==> src/rtl/dlsc_serdes_word_align_if.sv <==
// dlsc_serdes_word_align_if: lane bundle - ISERDES parallel bits and bitslip, aligned payload out.
interface dlsc_serdes_word_align_if #(
    parameter int SER_BITS  = 6,
    parameter int DATA_BITS = 10
);
    logic [SER_BITS-1:0]  in_data;
    logic                 bitslip;
    logic                 out_valid;
    logic [DATA_BITS-1:0] out_data;
    modport master (input in_data, output bitslip, output out_valid, output out_data);
    modport slave (output in_data, input bitslip, input out_valid, input out_data);
endinterface

==> src/rtl/dlsc_serdes_word_align.sv <==
// dlsc_serdes_word_align: ISERDES word alignment, lock qualification and phase-detector filtering.
// Define DLSC_WORD_ALIGN_ERRCNT_EN to build the locked framing-error counter behind err_count.
module dlsc_serdes_word_align #(
    parameter int                   SER_BITS    = 6,
    parameter int                   WORD_BITS   = 12,
    parameter int                   DATA_BITS   = 10,
    parameter int                   DATA_LSB    = 1,
    parameter logic [WORD_BITS-1:0] FRAME_MASK  = 12'h801,
    parameter logic [WORD_BITS-1:0] FRAME_VALUE = 12'h001,
    parameter int                   LOCK_WORDS  = 4095,
    parameter int                   SLIP_WAIT   = 15,
    parameter int                   PD_BITS     = 5,
    parameter int                   PD_THRESH   = 15
) (
    input  logic                           clk,
    input  logic                           rst_n,
    dlsc_serdes_word_align_if.master       lane,
    input  logic                           in_pd_valid,
    input  logic                           in_pd_inc,
    input  logic                           pd_clear,
    input  logic                           lock_mask,
    output logic                           locked,
    output logic                           lock_error,
    output logic [7:0]                     slip_count,
    output logic                           pd_valid,
    output logic                           pd_inc,
    output logic [15:0]                    err_count
);
    localparam int K    = WORD_BITS / SER_BITS;
    localparam int CMAX = LOCK_WORDS > SLIP_WAIT ? LOCK_WORDS : SLIP_WAIT;
    localparam int CW   = $clog2(CMAX + 1);
    localparam int SW   = SER_BITS > 1 ? $clog2(SER_BITS) : 1;
    localparam logic signed [PD_BITS-1:0] PD_HI = PD_BITS'(PD_THRESH);
    localparam logic signed [PD_BITS-1:0] PD_LO = -PD_HI;

    typedef enum logic [1:0] {SEARCH, SLIP_HOLD, VERIFY, LOCKED} state_t;

    state_t                     state, state_n;
    logic [CW-1:0]              cnt, cnt_n;
    logic [1:0]                 g;
    logic [SW-1:0]              s;
    logic [WORD_BITS-1:0]       word;
    logic                       word_done, frame_ok, wrap;
    logic                       slip_n, valid_n, lose_n;
    logic signed [PD_BITS-1:0]  pd_acc;

    if (WORD_BITS % SER_BITS != 0 || K < 1 || K > 4 || DATA_LSB + DATA_BITS > WORD_BITS ||
        PD_THRESH >= 2 ** (PD_BITS - 1)) begin : g_bad_params
        $error("dlsc_serdes_word_align: illegal parameter combination");
    end

    if (K == 1) begin : g_one
        assign word = lane.in_data;
    end else begin : g_multi
        logic [WORD_BITS-SER_BITS-1:0] hist;
        always_ff @(posedge clk)
            hist <= rst_n ? word[WORD_BITS-1:SER_BITS] : '0;
        assign word = {lane.in_data, hist};
    end

    assign word_done = g == 2'(K - 1);
    assign frame_ok  = (word & FRAME_MASK) == FRAME_VALUE;
    // The ISERDES rotation returns to its start after SER_BITS slips; holding g moves the boundary one group on.
    assign wrap      = lane.bitslip && s == SW'(SER_BITS - 1);

    always_ff @(posedge clk) begin
        if (!rst_n) begin
            g <= '0;
            s <= '0;
        end else begin
            if (lane.bitslip)
                s <= wrap ? '0 : s + 1'b1;
            if (!wrap)
                g <= word_done ? '0 : g + 1'b1;
        end
    end

    always_comb begin
        state_n = state;
        cnt_n   = cnt;
        slip_n  = 1'b0;
        valid_n = 1'b0;
        lose_n  = 1'b0;
        case (state)
            SEARCH, VERIFY: if (word_done) begin
                if (frame_ok) begin
                    cnt_n   = state == SEARCH ? CW'(1) : cnt + 1'b1;
                    state_n = cnt_n == CW'(LOCK_WORDS) ? LOCKED : VERIFY;
                end else begin
                    slip_n  = 1'b1;
                    state_n = SLIP_HOLD;
                    cnt_n   = '0;
                end
            end
            SLIP_HOLD: begin
                cnt_n   = cnt == CW'(SLIP_WAIT - 1) ? '0 : cnt + 1'b1;
                state_n = cnt == CW'(SLIP_WAIT - 1) ? SEARCH : SLIP_HOLD;
            end
            default: if (word_done) begin
                valid_n = frame_ok;
                lose_n  = !frame_ok && !lock_mask;
                slip_n  = lose_n;
                state_n = lose_n ? SLIP_HOLD : LOCKED;
                cnt_n   = lose_n ? '0 : cnt;
            end
        endcase
    end

    always_ff @(posedge clk) begin
        if (!rst_n) begin
            state          <= SEARCH;
            cnt            <= '0;
            lane.bitslip   <= 1'b0;
            lane.out_valid <= 1'b0;
            lane.out_data  <= '0;
            locked         <= 1'b0;
            lock_error     <= 1'b0;
            slip_count     <= '0;
        end else begin
            state          <= state_n;
            cnt            <= cnt_n;
            lane.bitslip   <= slip_n;
            lane.out_valid <= valid_n;
            lane.out_data  <= valid_n ? word[DATA_LSB +: DATA_BITS] : '0;
            locked         <= state_n == LOCKED;
            lock_error     <= lose_n;
            slip_count     <= slip_count + 8'(slip_n && slip_count != 8'hFF);
        end
    end

`ifdef DLSC_WORD_ALIGN_ERRCNT_EN
    logic bad_word;
    assign bad_word = state == LOCKED && word_done && !frame_ok;
    always_ff @(posedge clk) begin
        if (!rst_n)
            err_count <= '0;
        else if (bad_word && err_count != 16'hFFFF)
            err_count <= err_count + 1'b1;
    end
`else
    assign err_count = '0;
`endif

    always_ff @(posedge clk) begin
        if (!rst_n) begin
            pd_acc   <= '0;
            pd_valid <= 1'b0;
            pd_inc   <= 1'b0;
        end else begin
            pd_valid <= 1'b0;
            if (pd_clear)
                pd_acc <= '0;
            else if (in_pd_valid) begin
                if (pd_acc == (in_pd_inc ? PD_HI : PD_LO)) begin
                    pd_acc   <= '0;
                    pd_valid <= 1'b1;
                    pd_inc   <= in_pd_inc;
                end else
                    pd_acc <= in_pd_inc ? pd_acc + 1'b1 : pd_acc - 1'b1;
            end
        end
    end
endmodule
==> src/flat_wrapper.sv <==
// flat-port wrapper written by rule: the top's interface ports become plain ports
module dlsc_serdes_word_align_flat 
#(
    parameter int                   SER_BITS    = 6,
    parameter int                   WORD_BITS   = 12,
    parameter int                   DATA_BITS   = 10,
    parameter int                   DATA_LSB    = 1,
    parameter logic [WORD_BITS-1:0] FRAME_MASK  = 12'h801,
    parameter logic [WORD_BITS-1:0] FRAME_VALUE = 12'h001,
    parameter int                   LOCK_WORDS  = 4095,
    parameter int                   SLIP_WAIT   = 15,
    parameter int                   PD_BITS     = 5,
    parameter int                   PD_THRESH   = 15
)
  (clk, rst_n, in_pd_valid, in_pd_inc, pd_clear, lock_mask, locked, lock_error, slip_count, pd_valid, pd_inc, err_count, lane_in_data, lane_bitslip, lane_out_valid, lane_out_data);
  dlsc_serdes_word_align_if #(.SER_BITS(SER_BITS), .DATA_BITS(DATA_BITS)) lane_i ();
  input  logic clk;
  input  logic rst_n;
  input  logic in_pd_valid;
  input  logic in_pd_inc;
  input  logic pd_clear;
  input  logic lock_mask;
  output logic locked;
  output logic lock_error;
  output logic [7:0] slip_count;
  output logic pd_valid;
  output logic pd_inc;
  output logic [15:0] err_count;
  input wire logic [$bits(lane_i.in_data)-1:0] lane_in_data;
  output wire logic [$bits(lane_i.bitslip)-1:0] lane_bitslip;
  output wire logic [$bits(lane_i.out_valid)-1:0] lane_out_valid;
  output wire logic [$bits(lane_i.out_data)-1:0] lane_out_data;
  assign lane_i.in_data = lane_in_data;
  assign lane_bitslip = lane_i.bitslip;
  assign lane_out_valid = lane_i.out_valid;
  assign lane_out_data = lane_i.out_data;
  dlsc_serdes_word_align #(.SER_BITS(SER_BITS), .WORD_BITS(WORD_BITS), .DATA_BITS(DATA_BITS), .DATA_LSB(DATA_LSB), .FRAME_MASK(FRAME_MASK), .FRAME_VALUE(FRAME_VALUE), .LOCK_WORDS(LOCK_WORDS), .SLIP_WAIT(SLIP_WAIT), .PD_BITS(PD_BITS), .PD_THRESH(PD_THRESH)) u_core (.clk(clk), .rst_n(rst_n), .lane(lane_i), .in_pd_valid(in_pd_valid), .in_pd_inc(in_pd_inc), .pd_clear(pd_clear), .lock_mask(lock_mask), .locked(locked), .lock_error(lock_error), .slip_count(slip_count), .pd_valid(pd_valid), .pd_inc(pd_inc), .err_count(err_count));
endmodule
==> config.mk <==
export PLATFORM = sky130hd
export DESIGN_NAME = dlsc_serdes_word_align_flat
export DESIGN_NICKNAME = d
export VERILOG_FILES = /design/src/rtl/dlsc_serdes_word_align_if.sv /design/src/rtl/dlsc_serdes_word_align.sv /design/src/flat_wrapper.sv
export SDC_FILE = /design/constraint.sdc
export NUM_CORES = 1
export LEC_CHECK = 0
export CORE_MARGIN = 2
export CORE_UTILIZATION = 52
export CTS_CLUSTER_DIAMETER = 150
export DETAILED_ROUTE_END_ITERATION = 8
export GPL_TIMING_DRIVEN = 0
export PLACE_DENSITY = 0.79
export SLEW_MARGIN = 20
export SYNTH_ARGS = -nofsm -noshare
export SYNTH_HDL_FRONTEND = slang
export SYNTH_SLANG_ARGS = --single-unit
==> constraint.sdc <==
create_clock -name clk -period 2.25 [get_ports clk]
set_clock_uncertainty 0.05 [all_clocks]
set_input_delay 0.5625 -clock clk [delete_from_list [all_inputs] [get_ports clk]]
set_output_delay 0.5625 -clock clk [all_outputs]
set_load 0.03 [all_outputs]
==> results.ini, run 1 <==
[run_status]
status = complete, no violations

[global_routing]
grt_antenna_before_repair = 0
grt_pass1_vias = 2056
track_usage_pct = 20.41
grt_pass1_wl_mm = 8.983
grt_max_degree = 19
overflow = 0

[timing]
fin_crit_ns = 2.172
rsz0062_at_grt = yes
slew_violations = 0
setup_viol = 0
fin_crit_sh_pct = 96.54
slew_headroom_pct = 50.59
worst_slew_pin_slew_ns = 0.7398
hold_viol_final = 0
fmax_ghz = 0.4604

[synthesis]
ys_types = 52
netlist_area_um2 = 2671
synth.top_cell.area_share_pct = 40.47
yosys-top-cells-area = dfxtp_1, and2_1, buf_4
syn_area_per_cell_um2 = 8.758
yosys_most_used_dff = dfxtp_1
synthMuxAreaShare_pct = 1.124
synth_compound_area_share_pct = 14.80
yosys_warnings = 0
synth_fa_ha_area_share_pct = 5.433
synth-edff-count = 0
synth_cells = 305
synth_top_family_by_area = simple AND/OR/NAND/NOR gates
synth-simple-area-share_pct = 26.74
synth_xor_area_share_pct = 2.623
synthArstFlopShare_pct = 0
synth_top_area_cell = dfxtp_1
ys_seq_area_share_pct = 40.47
ys_seq_elements = 54

[setup_path]
reg2regPathDepth = 6
path_buf_inv = 2
r2r_start = u_core.cnt[5]$_SDFFE_PN0P_
slowest_stage = ha_4
reg2reg_slack_ns = 0.13
path_cells = dlygate4sd2_1 -> inv_1 -> ha_4 -> nor2b_1 -> o21ai_1 -> and3_1 -> o21a_1 -> a311o_1
worst_path_largest_cell_delay_ns = 0.33
worstSetupStartpointType = input port
crit_type = in -> reg
cp.required_ns = 2.41
crit_fanout = 5
r2r-end = u_core.cnt[8]$_SDFFE_PN0P_
critPathTopFamily = compound AO/OA/AOI/OAI gates
endpoint_kind = flop
worstPathArrival_ns = 2.33

[drt]
ant_nets = 0
viasPerCell = 5.141
drc = 0
first_iter_violations = 84
wl_per_cell_um = 12.20
vias = 2226
drtPass1Iterations = 4
drt-total-wl_mm = 5.283

[die]
die_h_um = 75.68
start_util_pct = 52.98
die_w_um = 75.68
core_um2 = 5042
floorplan.die_area_um2 = 5727
pin_count = 52
rows = 26

[power]
power-per-cell-area_nw_per_um2 = 575.5
vdd_drop_max_mv = 0.4711
power.total_mw = 1.915
p_leak_nw = 1.339

[cts]
cts_tree = yes
clk_latency_ns = 0.31
cts_buffers = 5
cts-htree-levels = 2
clockRootBuffer = clkbuf_8
post_cts_buffers = 0
clk_path_buf_depth = 2
clkSlewWorstSetupHoldPaths_ns = 0.10
cts.sink_count = 54
ctsHoldBuffers = 0

[final_layout]
diodes = 0
areaGrowthSynthToFinish_pct = 24.54
fin_area_um2 = 3327
drive_above_1_share_pct = 14.33
final_util_pct = 65.98
nNetsFinal = 385

[place]
placed_area_um2 = 3171
numPortBuffers = 35
gp_congestion = 0.8925
dpl.hpwl_mm = 3.924

[min_path]
holdCritStartpoint = u_core.g_multi.hist[3]$_SDFF_PN0_
hold_end = u_core.lane.out_data[2]$_SDFF_PN0_
hold_path_class = reg -> reg
worstHoldPathCells = 1

[run]
maxCapViolCount = 0

## cell type report
type	count	area, um2
Fill cell	431	1715
Multi-Input combinational cell	227	1459
Sequential cell	54	1082
Timing Repair Buffer	35	349.1
Buffer	27	186.4
Tap cell	70	87.58
Clock buffer	5	68.82
Clock inverter	3	48.80
Inverter	12	45.04
## repair_timing
| action | in CTS | in global routing |
|---|---|---|
| setup endpoints to repair | 4 | 9 |
| gates resized for setup | 2 | 8 |
| cloned | 0 | 0 |
## placed cells by master, fill, tap and decap left out, types with 4 or more instances in the layout
| cell | instances |
|---|---|
| inv_1 | 10 |
| clkbuf_8 | 5 |
| a21oi_1 | 19 |
| dfxtp_1 | 53 |
| nand2_1 | 17 |
| conb_1 | 16 |
| nor3_1 | 12 |
| nor2b_1 | 8 |
| buf_4 | 17 |
| nand3_1 | 14 |
| a21o_1 | 5 |
| clkdlybuf4s50_1 | 34 |
| buf_2 | 5 |
| ha_1 | 8 |
| o21ai_0 | 10 |
| and2_1 | 21 |
| nor2_1 | 21 |
| or3_1 | 7 |
| and3_2 | 4 |
| and3_1 | 4 |
| nand4_1 | 4 |
| xor2_1 | 4 |
| xnor2_1 | 4 |
## through the flow
step                hold slack, ns   TNS [ns]  cells  setup slack [ns]
floorplan                   0.3557          0    320            0.2413
global placement            0.3579     -9.208    425           -0.6810
detailed placement          0.3605     -5.556    425           -0.5827
CTS                         0.3854          0    433           0.01796
global route                0.4123  -0.002179    433         -0.002179
finish                      0.3838          0    433           0.07784
## kinds of logic after synthesis
kind of cell | after synthesis
simple gates | 131
compound gates | 58
flops | 54
buf+inv | 39
fa+ha+maj | 11
xor+xnor | 8
mux | 3
other cells | 1
## layer usage
| layer | part of all wire [%] | vias up | global-route usage (%) |
|---|---|---|---|
| li1 | - | 1156 | - |
| met1 | 45 | 1025 | 23.89 |
| met2 | 51 | 38 | 37.39 |
| met3 | 3.4 | 7 | 4.762 |
| met4 | 1.0 | 0 | 5.263 |
| met5 | 0 | - | 0 |
## worst max-delay path by stage
stage | start | end | slack, ns | cells past startpoint
floorplan | in_pd_inc | u_core.pd_acc[4]$_SDFFE_PP0P_ | 0.24 | 7
global placement | rst_n | u_core.cnt[8]$_SDFFE_PN0P_ | -0.68 | 4
detailed placement | in_pd_inc | u_core.pd_acc[4]$_SDFFE_PP0P_ | -0.58 | 8
CTS | lane_in_data[5] | u_core.slip_count[7]$_SDFF_PN0_ | 0.02 | 9
global route | lane_in_data[5] | u_core.slip_count[7]$_SDFF_PN0_ | -0.002 | 9
finish | in_pd_inc | u_core.pd_acc[4]$_SDFFE_PP0P_ | 0.08 | 8
## power by group
group | internal, mW | total, mW | switching [mW]
Clock | 0.339 | 0.667 | 0.328
Combinational | 0.106 | 0.250 | 0.144
Sequential | 0.978 | 0.997 | 0.0188
Total | 1.42 | 1.91 | 0.491
## sequential cells by signal, indices dropped and copies added (netlist names), 2 cells and up
name	flops
u_core.slip_count	8
u_core.g	2
u_core.g_multi.hist	6
u_core.lane.out_data	10
u_core.pd_acc	5
u_core.s	3
u_core.cnt	12
u_core.state	2
## worst register-to-register path, cell delays in order, from the launching register on
cell and delay (ns):
dfxtp_1 0.31, buf_4 0.16, or4_4 0.54, o31ai_4 0.32
a21oi_2 0.15, buf_6 0.17, a221o_1 0.32
## synth_stat cells, drive strengths merged (3+ instances only)
cell type  number
a21o            7
a21oi          20
a221o           3
and2           21
and3            8
buf            24
clkbuf          3
dfxtp          54
ha             10
inv            10
mux2i           3
nand2          18
nand2b          3
nand3          15
nand4           4
nor2           21
nor2b           9
nor3           12
nor4            3
o21a            3
o21ai          11
or3             7
xnor2           4
xor2            4
(Power assumes the default switching activity.)
==> run 2, diff against run 1 <==
- CORE_UTILIZATION: 52 -> 44
- GPL_ROUTABILITY_DRIVEN: default -> 0
- PLACE_DENSITY: 0.79 -> 0.69
==> run 2 against run 1 <==
  * Die area rose by 17%
  * Critical path type unchanged
  * Largest power group unchanged
  * Critical endpoint is now u_core.slip_count[5]$_SDFF_PN0_
  * Fmax fell by 0.84%
  * Largest cell class unchanged
  * Combinational power rose by 2%
==> results.ini, run 2 (synthesized netlist as in run 1, its figures left out) <==
[run_status]
status = complete, no violations  ; unchanged

[min_path]
holdCritStartpoint = u_core.g_multi.hist[3]$_SDFF_PN0_  ; unchanged
worstHoldPathCells = 1  ; unchanged
hold_path_class = reg -> reg  ; unchanged
hold_end = u_core.lane.out_data[2]$_SDFF_PN0_  ; unchanged

[final_layout]
drive_above_1_share_pct = 15.11  ; was 14.33%
nNetsFinal = 386  ; was 385
reg.largest.list = u_core.cnt: 12 flops, u_core.lane.out_data: 10 flops, u_core.slip_count: 8 flops  ; unchanged
largest_reg_flops = 12  ; unchanged
largest-register = u_core.cnt  ; unchanged
final_common_cell = dfxtp_1  ; unchanged
fin_area_um2 = 3341  ; was 3327 um2
final_cell_mix = dfxtp_1, clkdlybuf4s50_1, nor2_1, and2_1  ; was dfxtp_1, clkdlybuf4s50_1, nor2_1, and2_1, a21oi_1
areaGrowthSynthToFinish_pct = 25.06  ; was 24.54%
diodes = 0  ; unchanged
final_util_pct = 56.76  ; was 65.98%

[setup_path]
r2r-end = u_core.cnt[3]$_SDFFE_PN0P_  ; was u_core.cnt[8]$_SDFFE_PN0P_
cp.required_ns = 2.44  ; was 2.41 ns
reg2reg_slack_ns = 0.13  ; about the same
path_cells = clkdlybuf4s50_1 -> nand2b_4 -> nand2_2 -> nor2b_4 -> o21a_1 -> ha_4 -> nand3_2 -> or3_1 -> a21oi_2  ; was dlygate4sd2_1 -> inv_1 -> ha_4 -> nor2b_1 -> o21ai_1 -> and3_1 -> o21a_1 -> a311o_1
r2r_start = u_core.cnt[5]$_SDFFE_PN0P_  ; unchanged
worstPathArrival_ns = 2.38  ; was 2.33 ns
endpoint_kind = flop  ; unchanged
reg2regPathDepth = 7  ; was 6
worstSetupStartpointType = input port  ; unchanged
crit_type = in -> reg  ; unchanged
slowest_stage = clkdlybuf4s50_1  ; was ha_4
crit_fanout = 4  ; was 5
worst_path_largest_cell_delay_ns = 0.50  ; was 0.33 ns

[power]
power-per-cell-area_nw_per_um2 = 550.8  ; was 575.5 nW/um2
p_leak_nw = 1.341  ; was 1.339 nW
vdd_drop_max_mv = 0.3469  ; was 0.4711 mV
power.total_mw = 1.840  ; was 1.915 mW

[die]
die_w_um = 81.92  ; was 75.68 um
die_h_um = 81.92  ; was 75.68 um
rows = 28  ; was 26
floorplan.die_area_um2 = 6710  ; was 5727 um2
pin_count = 52  ; unchanged
core_um2 = 5886  ; was 5042 um2
start_util_pct = 45.39  ; was 52.98%

[drt]
vias = 2250  ; was 2226
drc = 0  ; unchanged
drtPass1Iterations = 6  ; was 4
ant_nets = 0  ; unchanged
viasPerCell = 5.125  ; was 5.141
drt-total-wl_mm = 5.615  ; was 5.283 mm
wl_per_cell_um = 12.79  ; was 12.20 um
first_iter_violations = 109  ; was 84

[global_routing]
grtUsageMet3_pct = 2.967  ; was 4.762%
grt_antenna_before_repair = 0  ; unchanged
busiest_layer = met2  ; unchanged
overflow = 0  ; unchanged
grt_pass1_wl_mm = 9.018  ; was 8.983 mm
grt_pass1_vias = 1967  ; was 2056
grt_max_degree = 18  ; was 19
track_usage_pct = 16.99  ; was 20.41%
grt.met2_usage_pct = 29.11  ; was 37.39%
grtUsageMet1_pct = 21.91  ; was 23.89%

[place]
numPortBuffers = 35  ; unchanged
dpl.hpwl_mm = 3.963  ; was 3.924 mm
placed_area_um2 = 3177  ; was 3171 um2

[run]
maxCapViolCount = 0  ; unchanged

[cts]
ctsHoldBuffers = 0  ; unchanged
clkSlewWorstSetupHoldPaths_ns = 0.10  ; about the same
clk_latency_ns = 0.31  ; about the same
clockRootBuffer = clkbuf_8  ; unchanged
cts_buffers = 5  ; unchanged
cts_tree = yes  ; unchanged
cts-htree-levels = 2  ; unchanged
cts.sink_count = 54  ; unchanged
clk_path_buf_depth = 2  ; unchanged

[timing]
slew_headroom_pct = 65.76  ; was 50.59%
worst_slew_pin_slew_ns = 0.5066  ; was 0.7398 ns
fin_crit_ns = 2.191  ; was 2.172 ns
fin_crit_sh_pct = 97.36  ; was 96.54%
slew_violations = 0  ; unchanged
hold_ws_ns = 0.3840  ; was 0.3838 ns
fmax_ghz = 0.4565  ; was 0.4604 GHz
setup_viol = 0  ; unchanged
hold_viol_final = 0  ; unchanged

run 2: cell count changes in the layout (fill, tap and decap cells not counted), sizes merged:
cell / previous run / this run
clkbuf: 8 / 10
buf: 24 / 25
dlygate4sd2: 1 / 0
bufinv: 1 / 0
run 2: through the flow:
stage,setup TNS (ns),setup slack (ns),cells
global placement,-10.03,-0.6966,430
finish,0,0.05949,439
global route,-0.04615,-0.02934,439
CTS,0,0.02722,438
detailed placement,-6.175,-0.5479,430
floorplan,0,0.2413,320
run 2: critical path: cells and delay by family:
| family | cells | cell delay [ns] |
|---|---|---|
| AO/OA/AOI/OAI | 2 | 0.30 |
| adder cells (fa/ha/maj) | 1 | 0.16 |
| buffers and inverters | 1 | 0.50 |
| AND/OR/NAND/NOR | 5 | 0.86 |
run 2: where the power goes:
| group | internal, mW | switching [mW] | total, mW |
|---|---|---|---|
| logic | 0.108 | 0.148 | 0.256 |
| registers | 0.978 | 0.0208 | 0.999 |
| clock network | 0.254 | 0.331 | 0.585 |
run 2: repair_timing:
item,4_1_cts,5_1_grt
setup buffers,0,1
resized for setup,4,13
endpoints found under the setup margin,4,17
run 2: worst max path at each step:
stage               startpoint  cells after the start                              end
5_1_grt        lane_in_data[5]                      9  u_core.slip_count[5]$_SDFF_PN0_
2_1_floorplan        in_pd_inc                      7    u_core.pd_acc[4]$_SDFFE_PP0P_
6_report       lane_in_data[5]                      9  u_core.slip_count[5]$_SDFF_PN0_
3_5_place_dp         in_pd_inc                      8    u_core.pd_acc[4]$_SDFFE_PP0P_
3_3_place_gp             rst_n                      4       u_core.cnt[6]$_SDFFE_PN0P_
4_1_cts        lane_in_data[5]                      9  u_core.slip_count[5]$_SDFF_PN0_
run 2: metal layers:
metal	up-vias	share of wire (%)
met5	-	0
met4	0	1.0
met3	6	2.9
met2	43	50
met1	1050	46
li1	1151	-
run 2: cell type report:
class / count / area (um2)
clock inverters: 2 / 16.27
repair buffers: 36 / 352.8
plain buffers: 27 / 186.4
inverters: 12 / 45.04
well taps: 75 / 93.84
flip-flops and latches: 54 / 1082
multi-input cells: 227 / 1481
fillers: 565 / 2545
clock buffers: 6 / 82.58
==> run 3, diff against run 2 <==
- CORE_UTILIZATION: 44 -> 50
- PLACE_DENSITY: 0.69 -> 0.76
- RECOVER_POWER: default -> 100
==> run 3 against run 2 <==
  * Final cell count fell by 1.4%
  * Critical endpoint is now u_core.cnt[8]$_SDFFE_PN0P_
  * Count of clock-buffer cells in the layout is 1 lower
  * Sequential share of layout area hardly changed
  * Fmax is 1.8% higher
  * Worst hold slack improved by 0.0014 ns
  * Register-to-register slack got worse by 0.03 ns
  * Critical path type is now reg -> reg
  * Largest cell class unchanged
  * Combinational power decreased by 3%
  * Non-clock buffer count decreased by 1
  * Critical path depth decreased by 3
==> results.ini, run 3 (synthesized netlist as in run 1, its figures left out) <==
[timing]
setup_tns_ns = 0  ; unchanged
slew_headroom_pct = 66.29  ; was 65.76%
setup_viol = 0  ; unchanged
worst_slew_pin_slew_ns = 0.5041  ; was 0.5066 ns
fin_crit_sh_pct = 95.59  ; was 97.36%
rsz0062_at_grt = no
fin_crit_ns = 2.151  ; was 2.191 ns
slew_violations = 0  ; unchanged
hold_viol_final = 0  ; unchanged
fmax_ghz = 0.4650  ; was 0.4565 GHz

[power]
p_leak_nw = 1.422  ; was 1.341 nW
power-per-cell-area_nw_per_um2 = 572.6  ; was 550.8 nW/um2
power.total_mw = 1.915  ; was 1.840 mW
vdd_drop_max_mv = 0.4768  ; was 0.3469 mV

[final_layout]
reg.largest.list = u_core.cnt: 12 flops, u_core.lane.out_data: 10 flops, u_core.slip_count: 8 flops  ; unchanged
largest_reg_flops = 12  ; unchanged
final_cell_mix = dfxtp_1, dlygate4sd3_1, nor2_1  ; was dfxtp_1, clkdlybuf4s50_1, nor2_1, and2_1
diodes = 0  ; unchanged
areaGrowthSynthToFinish_pct = 25.20  ; was 25.06%
largest-register = u_core.cnt  ; unchanged
final_common_cell = dfxtp_1  ; unchanged
drive_above_1_share_pct = 15.15  ; was 15.11%
fillers = 451  ; was 565
nNetsFinal = 385  ; was 386

[die]
core_um2 = 5140  ; was 5886 um2
rows = 26  ; was 28
die_h_um = 77.10  ; was 81.92 um
floorplan.die_area_um2 = 5944  ; was 6710 um2
pin_count = 52  ; unchanged
start_util_pct = 51.97  ; was 45.39%
die_w_um = 77.10  ; was 81.92 um

[cts]
cts_tree = yes  ; unchanged
ctsHoldBuffers = 0  ; unchanged
cts.sink_count = 54  ; unchanged
cts-htree-levels = 2  ; unchanged
clk_latency_ns = 0.31  ; about the same
cts_buffers = 5  ; unchanged
post_cts_buffers = 0  ; unchanged
clockRootBuffer = clkbuf_8  ; unchanged
clkSlewWorstSetupHoldPaths_ns = 0.10  ; about the same
clk_path_buf_depth = 2  ; unchanged

[drt]
drtPass1Iterations = 4  ; was 6
drt-total-wl_mm = 5.090  ; was 5.615 mm
ant_nets = 0  ; unchanged
vias = 2204  ; was 2250
first_iter_violations = 93  ; was 109
drc = 0  ; unchanged
viasPerCell = 5.090  ; was 5.125
wl_per_cell_um = 11.76  ; was 12.79 um

[run_status]
status = complete, no violations  ; unchanged

[global_routing]
grt_pass1_vias = 1984  ; was 1967
busiest_layer = met2  ; unchanged
grt.met2_usage_pct = 29.56  ; was 29.11%
overflow = 0  ; unchanged
grtUsageMet3_pct = 4.235  ; was 2.967%
grt_pass1_wl_mm = 8.776  ; was 9.018 mm
grt_antenna_before_repair = 0  ; unchanged
grt_max_degree = 19  ; was 18
grtUsageMet1_pct = 22.85  ; was 21.91%
track_usage_pct = 17.83  ; was 16.99%

[setup_path]
worstPathArrival_ns = 2.30  ; was 2.38 ns
cp.required_ns = 2.40  ; was 2.44 ns
crit_type = reg -> reg  ; was in -> reg
endpoint_kind = flop  ; unchanged
crit_fanout = 10  ; was 4
worstSetupStartpointType = flop  ; was input port

[place]
dpl.hpwl_mm = 3.742  ; was 3.963 mm
numPortBuffers = 35  ; unchanged

[min_path]
hold_path_class = reg -> reg  ; unchanged

[run]
maxCapViolCount = 0  ; unchanged

## run 3: changes by cell type in the layout (fill, tap and decap cells not counted), moves of 3 or more
cell / previous run / this run
and2_0: 0 / 5
and2_1: 21 / 16
clkdlybuf4s50_1: 34 / 10
dlygate4sd3_1: 0 / 23
ha_2: 0 / 3
## run 3: repair_timing
| item | 4_1_cts | 5_1_grt |
|---|---|---|
| resized for setup | 1 | 14 |
| setup endpoints to repair | 2 | 16 |
| pin swaps | 0 | 0 |
## run 3: final timing paths
path,start,endpoint,slack [ns],cells past startpoint
setup / recovery,u_core.cnt[5]$_SDFFE_PN0P_,u_core.cnt[8]$_SDFFE_PN0P_,0.1,6
hold / removal,u_core.g_multi.hist[3]$_SDFF_PN0_,u_core.lane.out_data[2]$_SDFF_PN0_,0.39,1
setup reg to reg,u_core.cnt[5]$_SDFFE_PN0P_,u_core.cnt[8]$_SDFFE_PN0P_,0.1,6
hold reg to reg,u_core.g_multi.hist[3]$_SDFF_PN0_,u_core.lane.out_data[2]$_SDFF_PN0_,0.39,1
## run 3: area by class of cell
type | instances | area [um2] | area share, %
buffer | 27 | 186.4 | 5.574
clock buffer | 5 | 68.82 | 2.058
clock inverter | 3 | 48.80 | 1.459
inverter | 12 | 45.04 | 1.347
multi-input combinational | 227 | 1474 | 44.07
sequential | 54 | 1082 | 32.36
tap | 70 | 87.58 | 2.619
timing repair buffer | 35 | 351.6 | 10.51
## run 3: metal layers
| metal | up-vias | part of all wire, % |
|---|---|---|
| met3 | 7 | 4.7 |
| met1 | 998 | 45 |
| met4 | 0 | 1.3 |
| met5 | - | 0 |
| met2 | 51 | 49 |
| li1 | 1148 | - |
## run 3: stage by stage
stage                     cells  utilization [%]  hold slack [ns]  area, um2  setup slack, ns
after floorplan             320                -           0.3557       2728           0.2413
after CTS                   433            63.95           0.3917       3287          0.01291
after global placement      425            61.59           0.3583       3166          -0.6868
final                       433            65.07           0.3855       3344          0.09927
after global routing        433            65.07           0.3975       3344         0.006661
after detailed placement    425            61.68           0.3675       3171          -0.5288
## run 3: critical path, stage by stage, from the launching register on
cell	delay, ns
dfxtp_1	0.30
buf_2	0.16
or4_4	0.55
o31ai_4	0.32
a21oi_2	0.16
buf_6	0.17
a221o_1	0.32
## run 3: power by group
group	internal, mW	switching, mW
Sequential	0.978	0.0182
Clock	0.339	0.331
Combinational	0.106	0.143
Total	1.42	0.492
